===== config.mk =====
export PLATFORM = sky130hd
export DESIGN_NAME = digit_scan_decoder
export DESIGN_NICKNAME = d
export VERILOG_FILES = /design/src/rtl/digit_scan_decoder_pkg.sv /design/src/rtl/digit_scan_decoder_tick_gen.sv /design/src/rtl/digit_scan_decoder.sv
export SDC_FILE = /design/constraint.sdc
export NUM_CORES = 1
export LEC_CHECK = 0
export CORE_MARGIN = 2
export CORE_UTILIZATION = 48
export DETAILED_ROUTE_END_ITERATION = 12
export HOLD_SLACK_MARGIN = 0.06
export PLACE_DENSITY = 0.74
export SYNTH_ARGS = -nofsm -noshare
export SYNTH_HDL_FRONTEND = slang
export SYNTH_SLANG_ARGS = --single-unit

===== constraint.sdc =====
create_clock -name clk -period 1.6 [get_ports clk]
set_input_delay 0.48 -clock clk [delete_from_list [all_inputs] [get_ports clk]]
set_output_delay 0.48 -clock clk [all_outputs]
set_load 0.02 [all_outputs]

===== src/rtl/digit_scan_decoder_pkg.sv =====
// rtl/digit_scan_decoder_pkg.sv - scan FSM encoding and sizing helper for the digit scanner
package digit_scan_decoder_pkg;

   typedef enum logic [1:0] {
      ST_IDLE  = 2'd0,
      ST_BLANK = 2'd1,
      ST_DRIVE = 2'd2
   } scan_state_t;

   // Bits needed to hold 0..value-1, never less than one.
   function automatic int clog2_min1(input int value);
      int w;
      w = 1;
      while ((1 << w) < value) w++;
      return w;
   endfunction

endpackage


===== src/rtl/digit_scan_decoder_tick_gen.sv =====
// rtl/digit_scan_decoder_tick_gen.sv - slot prescaler with slot-end and dead-time strobes
module digit_scan_decoder_tick_gen
   import digit_scan_decoder_pkg::*;
#(
   parameter int  CLK_DIV  = 100000,
   parameter int  DEAD_CYC = 2,
   localparam int PRE_W    = clog2_min1(CLK_DIV)
) (
   input  logic             clk,
   input  logic             rst_n,
   input  logic             en,
   output logic [PRE_W-1:0] pre,
   output logic             slot_end,
   output logic             dead_done
);

   localparam logic [PRE_W-1:0] PRE_LAST  = PRE_W'(CLK_DIV - 1);
   localparam logic [PRE_W-1:0] DEAD_LAST = PRE_W'((DEAD_CYC > 0) ? DEAD_CYC - 1 : 0);

   always_ff @(posedge clk or negedge rst_n) begin
      if (!rst_n) begin
         pre <= '0;
      end else if (!en || pre == PRE_LAST) begin
         pre <= '0;
      end else begin
         pre <= pre + 1'b1;
      end
   end

   assign slot_end  = en && (pre == PRE_LAST);
   assign dead_done = en && (DEAD_CYC > 0) && (pre == DEAD_LAST);

endmodule


===== src/rtl/digit_scan_decoder.sv =====
// rtl/digit_scan_decoder.sv - time-multiplexed active-low digit select with dead time and blanking
module digit_scan_decoder
   import digit_scan_decoder_pkg::*;
#(
   parameter int  NUM_SEL  = 4,
   parameter int  CLK_DIV  = 100000,
   parameter int  DEAD_CYC = 2,
   localparam int ADDR_W   = clog2_min1(NUM_SEL)
) (
   input  logic              clk,
   input  logic              rst_n,
   input  logic              en,
   input  logic              manual,
   input  logic [ADDR_W-1:0] addr,
   input  logic [NUM_SEL-1:0] blank_mask,
   output logic [NUM_SEL-1:0] sel_n,
   output logic [ADDR_W-1:0] cur_addr,
   output logic              tick,
   output logic              frame
);

   localparam int                PRE_W     = clog2_min1(CLK_DIV);
   localparam int                SPAN      = 1 << ADDR_W;
   localparam logic [ADDR_W-1:0] ADDR_LAST = ADDR_W'(NUM_SEL - 1);

   logic [PRE_W-1:0]   pre;
   logic               slot_end;
   logic               dead_done;
   scan_state_t        state;
   scan_state_t        state_nxt;
   logic [SPAN-1:0]    mask_pad;
   logic               addr_ok;
   logic [NUM_SEL-1:0] sel_nxt;

   digit_scan_decoder_tick_gen #(
      .CLK_DIV  (CLK_DIV),
      .DEAD_CYC (DEAD_CYC)
   ) u_tick_gen (
      .clk       (clk),
      .rst_n     (rst_n),
      .en        (en),
      .pre       (pre),
      .slot_end  (slot_end),
      .dead_done (dead_done)
   );

   always_ff @(posedge clk or negedge rst_n) begin
      if (!rst_n) begin
         state <= ST_IDLE;
      end else begin
         state <= state_nxt;
      end
   end

   // The IDLE cycle itself sits at pre = 0, so it already serves as the first dead clock.
   always_comb begin
      state_nxt = state;
      if (!en) begin
         state_nxt = ST_IDLE;
      end else begin
         case (state)
            ST_IDLE:  state_nxt = (DEAD_CYC <= 1) ? ST_DRIVE : ST_BLANK;
            ST_BLANK: if (dead_done) state_nxt = ST_DRIVE;
            ST_DRIVE: if (slot_end) state_nxt = (DEAD_CYC == 0) ? ST_DRIVE : ST_BLANK;
            default:  state_nxt = ST_IDLE;
         endcase
      end
   end

   assign mask_pad = SPAN'(blank_mask);
   assign addr_ok  = {1'b0, cur_addr} < (ADDR_W + 1)'(NUM_SEL);

   always_comb begin
      sel_nxt = '1;
      if (state == ST_DRIVE && addr_ok && !mask_pad[cur_addr]) begin
         sel_nxt = ~(NUM_SEL'(1) << cur_addr);
      end
   end

   always_ff @(posedge clk or negedge rst_n) begin
      if (!rst_n) begin
         sel_n    <= '1;
         cur_addr <= '0;
         tick     <= 1'b0;
         frame    <= 1'b0;
      end else begin
         sel_n <= sel_nxt;
         tick  <= slot_end;
         frame <= slot_end && !manual && (cur_addr == ADDR_LAST);
         if (slot_end) begin
            if (manual) begin
               cur_addr <= addr;
            end else if (cur_addr == ADDR_LAST) begin
               cur_addr <= '0;
            end else begin
               cur_addr <= cur_addr + 1'b1;
            end
         end
      end
   end

endmodule

==> impl_metrics.ini, run 1 <==
[outcome]
status = finished, violations left
violations = negative setup slack

[timing]
setup_viol = 21
rsz0062_at_grt = true
finalSetupTns_ns = -0.534
drv_slew = 0
hold_viol = 0
finalCritPeriodShare_pct = 105
worst_pin_slew_ns = 0.367
fmax_ghz = 0.598
clock_skew_ns = 0.00387
whs_ns = 0.406
slew_headroom_pct = 75.3
setup_ws_ns = -0.0730
period_minus_slack_ns = 1.67

[finish]
nets = 190
n_antenna_cell = 0
fillers = 196
layout-drive-gt1-share_pct = 33.5
finalNonFillerCells = 204
syn_to_final_growth_pct = 38.0

[clock_tree]
numCtsBuffers = 3
cts.htree.levels = 1
clk_pin_slew_ns = 0.14
cts_tree = built
worstSkewPairLatency_ns = 0.32
cts-root-buf = clkbuf_4
clock-sinks = 27
cts_hold_buf = 0
cts_buffer_depth = 2

[yosys]
yosysWarningCount = 0
synth_area_leader_cell = dfrtp_1
yosys-top-cells-area = dfrtp_1 (42%), dfstp_2 (7.7%), xnor2_1 (7.0%)
synth_area_um2 = 1370
syn_inst = 131
synth_commonest_cells = dfrtp_1 (23), nor2_1 (20), xnor2_1 (11)
synth_seq_cells = 27
synthesis.nets = 147
synth_edf_count = 0
synth_top_cell_area_share_pct = 42.1
ys_seq_area_share_pct = 49.8
ys_async_sr_fraction_pct = 100
syn_area_per_cell_um2 = 10.4
synthDistinctLibCells = 31
ys.flop_type = dfrtp_1
yosysMostFrequentCell = dfrtp_1

[global_route]
grt_max_degree = 19
grt_use_total_pct = 18.7
overflow = 0
antenna_found_initial = 0
grt_pass1_vias = 1101
grt_pass1_wl_um = 4800
grt_use_met3_pct = 2.27
use_met1_pct = 22.7
grt_busiest_layer = met2
met2_usage_pct = 34.3

[critical_path]
start_kind = flop
path_max_fanout = 6
critPathTopFamily = simple AND/OR/NAND/NOR gates
reg2regPathDepth = 5
slowest_delay_ns = 0.56
end_kind = flop
path_buf_inv = 1
critPathSlowestCell = or4_4
criticalPathCategory = reg -> reg
path_depth = 5
cp_data_arrival_time_ns = 1.90
critPathRequiredTime_ns = 1.82
worstPathCellList = or4_4, nand4b_4, buf_6, nand2_8, o22ai_2

[placed_design]
portBuffers = 17
dp_hpwl_um = 2110
gp_congestion = 0.774
placed_cells = 191

[pwr]
pwr-share-seq_pct = 61.4
power_density_nw_per_um2 = 612
p_clk_share_pct = 25.6
netSwitchingPower_w = 0.000289
p_int_w = 0.000866
power.leakage_nw = 0.814
ir_worst_vdd_v = 0.000611
netSwitchingFraction_pct = 25.0
power_frac_comb_pct = 13.0

[floorplan]
die_w_um = 57.4
start_util_pct = 50.0
die-area_um2 = 3290
pin_count = 18
die_y_um = 57.4
core_um2 = 2730
row_count = 19

[job]
maxCapViolations = 0

[detailed_routing]
drcViolationCount = 0
vias_per_cell = 5.64
ant_nets = 0
drt_iter0_drc = 27
detail_route.wl_per_cell_um = 15.4
routed_wl_um = 3140
dr_total_vias = 1151
dr.pass1.iters = 4

[hold_path]
hold_path_class = in -> async
## stage by stage
step                      instance area [um^2]  setup WS [ns]  power, W  util, %
after floorplan                           1370         0.0159  0.000772        -
after global placement                    1670         -0.132  0.000838     61.2
after detailed placement                  1670         -0.171  0.000845     61.2
after CTS                                 1710        -0.0632   0.00112     62.7
after global routing                      1890         -0.167   0.00121     69.0
final                                     1890        -0.0730   0.00115     69.0
## area by class of cell
cell class / instances / area (um^2) / area share [%]
Inverter: 6 / 22.5 / 1.19
Tap cell: 31 / 38.8 / 2.06
Clock buffer: 4 / 26.3 / 1.39
Sequential cell: 27 / 681 / 36.1
Timing Repair Buffer: 39 / 318 / 16.8
Multi-Input combinational cell: 97 / 801 / 42.4
## state kept, by name, summed over array words and instances (netlist names)
name and count:
state 2, tick 1, sel_n 4, cur_addr 2, frame 1, u_tick_gen.pre 17
## cells in the final DEF (no fill, tap or decap), types with 2 or more instances in the layout
cell type	count
dlygate4sd2_1	4
buf_4	20
xor2_1	4
nand2b_1	2
o21ai_2	2
nor2_2	2
inv_1	6
nor2_4	6
xnor2_1	11
ha_1	6
buf_6	2
nand3_1	5
nand2_8	3
nor4_2	3
buf_2	3
nor2_1	12
clkdlybuf4s50_1	9
dfrtp_1	23
nand2_1	8
nor3_1	5
and4_1	2
nand4_1	6
o21ai_0	3
dfstp_2	4
nor4_1	4
clkbuf_4	3
## path summary, 6_finish.rpt
check | from | to | slack (ns)
worst min-delay path | rst_n | frame$_DFF_PN0_ | 0.41
worst max-delay path | u_tick_gen.pre[11]$_DFF_PN0_ | state[1]$_DFFE_PN0P_ | -0.07
worst max register to register | u_tick_gen.pre[11]$_DFF_PN0_ | state[1]$_DFFE_PN0P_ | -0.07
min in group clk | u_tick_gen.pre[16]$_DFF_PN0_ | u_tick_gen.pre[16]$_DFF_PN0_ | 0.60
max in group asynchronous | rst_n | u_tick_gen.pre[4]$_DFF_PN0_ | 0.73
worst min register to register | u_tick_gen.pre[16]$_DFF_PN0_ | u_tick_gen.pre[16]$_DFF_PN0_ | 0.60
## per-layer routing
layer / wire length (um) / part of all wire [%] / vias to the layer above
met2: 1730 / 55 / 37
li1: - / - / 543
met4: 35 / 1.1 / 0
met3: 132 / 4.2 / 4
met1: 1240 / 40 / 567
met5: 0 / 0 / -
## logic make-up after synthesis
logic type / share of synthesized area [%]
compound gates: 2.65
xor+xnor: 9.61
fa+ha+maj: 5.49
buf+inv: 2.84
flops: 49.8
mux: 2.38
simple gates: 27.3
## worst reg2reg max path: stages (launching register included)
cell      delay (ns)
dfrtp_1         0.41
or4_4           0.56
nand4b_4        0.23
buf_6           0.18
nand2_8         0.11
o22ai_2         0.08
## power groups by stage
| stage | registers [W] | logic, W | clock network [W] |
|---|---|---|---|
| 2_1_floorplan | 0.000724 | 0.0000474 | 0 |
| 3_5_place_dp | 0.000721 | 0.000124 | 0 |
| 4_1_cts | 0.000709 | 0.000122 | 0.000292 |
| 6_report | 0.000709 | 0.000150 | 0.000296 |
| 3_3_place_gp | 0.000721 | 0.000117 | 0 |
| 5_1_grt | 0.000711 | 0.000164 | 0.000336 |
## repair_timing
item | in CTS | in global routing
pin swaps | 2 | 12
hold endpoints to repair | 0 | 0
gates resized for setup | 16 | 33
setup buffers | 1 | 6
endpoints found under the setup margin | 13 | 27
gates cloned | 0 | 2
Note: power is estimated with default switching activity, not from simulation.
==> inputs of run 2 (changes only) <==
- CORE_MARGIN: 2 -> 5
==> run 2 against run 1 <==
The run still ends with negative setup slack left. Sequential cell count unchanged. Sequential power about the same. Power increased by 1.6%. Cell area increased by 3.3%. Die area increased by 22%. Critical path depth increased by 1. Core utilization increased by 2.3 points. Via count increased by 2.3%. Routed wire length increased by 8.9%. Register-to-register slack got worse by 0.03 ns. Worst hold slack improved by 0.072 ns. Highest routed layer unchanged.
==> impl_metrics.ini, run 2 (synthesized netlist as in run 1, its figures left out) <==
[finish]
final_cell_mix = dfrtp_1 (23), buf_4 (18), xnor2_1 (11), nor2_4 (10), clkdlybuf4s50_1 (9)
largest_register_ffs = 17
n_antenna_cell = 0
finalNonFillerCells = 203
multiInputGateArea_um2 = 861
layout-drive-gt1-share_pct = 36.0
largestRegisters = u_tick_gen.pre: 17 flops, sel_n: 4 flops
syn_to_final_growth_pct = 42.5
final_common_cell = dfrtp_1
fillers = 191
final_util_pct = 71.3
nets = 189
seq_area_um2 = 681
max_flop_register = u_tick_gen.pre

[clock_tree]
cts.htree.levels = 1
clock-sinks = 27
cts_buffer_depth = 2
cts_hold_buf = 0
worstSkewPairLatency_ns = 0.34
clk_pin_slew_ns = 0.14
numCtsBuffers = 3
cts_tree = built
cts-root-buf = clkbuf_4

[hold_path]
hold_path_class = in -> async

[detailed_routing]
vias_per_cell = 5.80
dr_total_vias = 1177
drcViolationCount = 0
drt_iter0_drc = 35
dr.pass1.iters = 4
routed_wl_um = 3420
detail_route.wl_per_cell_um = 16.8
ant_nets = 0

[pwr]
total_power_w = 0.00117
power_density_nw_per_um2 = 602
p_clk_share_pct = 26.2
netSwitchingFraction_pct = 26.0
p_int_w = 0.000868
netSwitchingPower_w = 0.000305
power_frac_comb_pct = 13.3
ir_worst_vdd_v = 0.000500
power.leakage_nw = 0.806
pwr-share-seq_pct = 60.5

[critical_path]
criticalPathCategory = reg -> reg
critPathRequiredTime_ns = 1.84
crit_top_cell = buf_4
path_buf_inv = 2
end_kind = flop
reg2regPathDepth = 6
startpoint = u_tick_gen.pre[11]$_DFF_PN0_
rrSetupSlack_ns = -0.1
start_kind = flop
critPathSlowestCell = nor4_1
critPathTopFamily = simple AND/OR/NAND/NOR gates
path_max_fanout = 4
cp_data_arrival_time_ns = 1.94
worstPathCellList = buf_4, buf_4, nand4_1, nor4_1, xnor2_1, nor2_4
rr_startpoint = u_tick_gen.pre[11]$_DFF_PN0_
path_depth = 6
slowest_delay_ns = 0.47
r2r-end = u_tick_gen.pre[13]$_DFF_PN0_

[timing]
clock_skew_ns = 0.00364
finalSetupTns_ns = -0.963
finalCritPeriodShare_pct = 106
fmax_ghz = 0.589
setup_viol = 23
hold_viol = 0
drv_slew = 0
period_minus_slack_ns = 1.70
rsz0062_at_grt = true
slew_headroom_pct = 73.1
setup_ws_ns = -0.0989
worst_pin_slew_ns = 0.400

[floorplan]
start_util_pct = 50.0
die_w_um = 63.4
row_count = 19
pin_count = 18
die-area_um2 = 4020
die_y_um = 63.4
core_um2 = 2730

[global_route]
overflow = 0
antenna_found_initial = 0
grt_pass1_vias = 1094
grt_max_degree = 28
grt_use_total_pct = 15.2
grt_pass1_wl_um = 4890

[outcome]
violations = negative setup slack
status = finished, violations left

[placed_design]
gp_congestion = 0.846
portBuffers = 17
dp_hpwl_um = 2050
placed_cells = 190
place_ws_ns = -0.188

[job]
maxCapViolations = 0
[run 2: cell types whose count changed in the layout (fill, tap and decap cells not counted), sizes merged]
cell / change
buf: -2
nand2: +1
[run 2: layout make-up]
cell class | count | area share (%)
sequential | 27 | 34.9
timing repair buffer | 37 | 16.4
inverter | 6 | 1.16
tap | 31 | 1.99
multi-input combinational | 98 | 44.2
clock buffer | 4 | 1.35
[run 2: how the worst max path moves through the flow]
stage / slack [ns] / to
CTS: -0.07 / cur_addr[0]$_DFFE_PN0P_
global placement: -0.13 / sel_n[2]$_DFF_PN1_
floorplan: 0.02 / u_tick_gen.pre[12]$_DFF_PN0_
global route: -0.19 / u_tick_gen.pre[13]$_DFF_PN0_
detailed placement: -0.19 / sel_n[0]$_DFF_PN1_
finish: -0.1 / u_tick_gen.pre[13]$_DFF_PN0_
[run 2: worst reg2reg max path, cell delays in order, from the launching register on]
cell and delay [ns]:
dfrtp_1 0.38, buf_4 0.11, buf_4 0.11, nand4_1 0.23, nor4_1 0.47, xnor2_1 0.23, nor2_4 0.06
[run 2: what timing repair did]
item / CTS / global route
cloned: 0 / 3
gates resized for setup: 21 / 38
setup buffers: 1 / 5
endpoints found under the setup margin: 12 / 22
pin swaps: 3 / 21
[run 2: per-stage QoR]
step	hold WS (ns)	cell area (um^2)
4_1_cts	0.493	1720
5_1_grt	0.486	1950
3_3_place_gp	0.532	1680
2_1_floorplan	0.184	1370
6_report	0.478	1950
3_5_place_dp	0.542	1680
[run 2: power by group through the flow]
stage / registers [W] / clock network [W] / logic, W
global placement: 0.000719 / 0 / 0.000123
CTS: 0.000707 / 0.000307 / 0.000131
global route: 0.000712 / 0.000346 / 0.000170
detailed placement: 0.000720 / 0 / 0.000128
floorplan: 0.000724 / 0 / 0.0000474
finish: 0.000710 / 0.000307 / 0.000156
[run 2: metal layers]
layer	routed length (um)	part of all wire (%)	global-route usage (%)	vias to the layer above
met5	0	0	0	-
met4	116	3.4	7.01	0
met3	165	4.8	3.37	11
met2	1780	52	25.8	36
met1	1360	40	18.1	584
li1	-	-	-	546
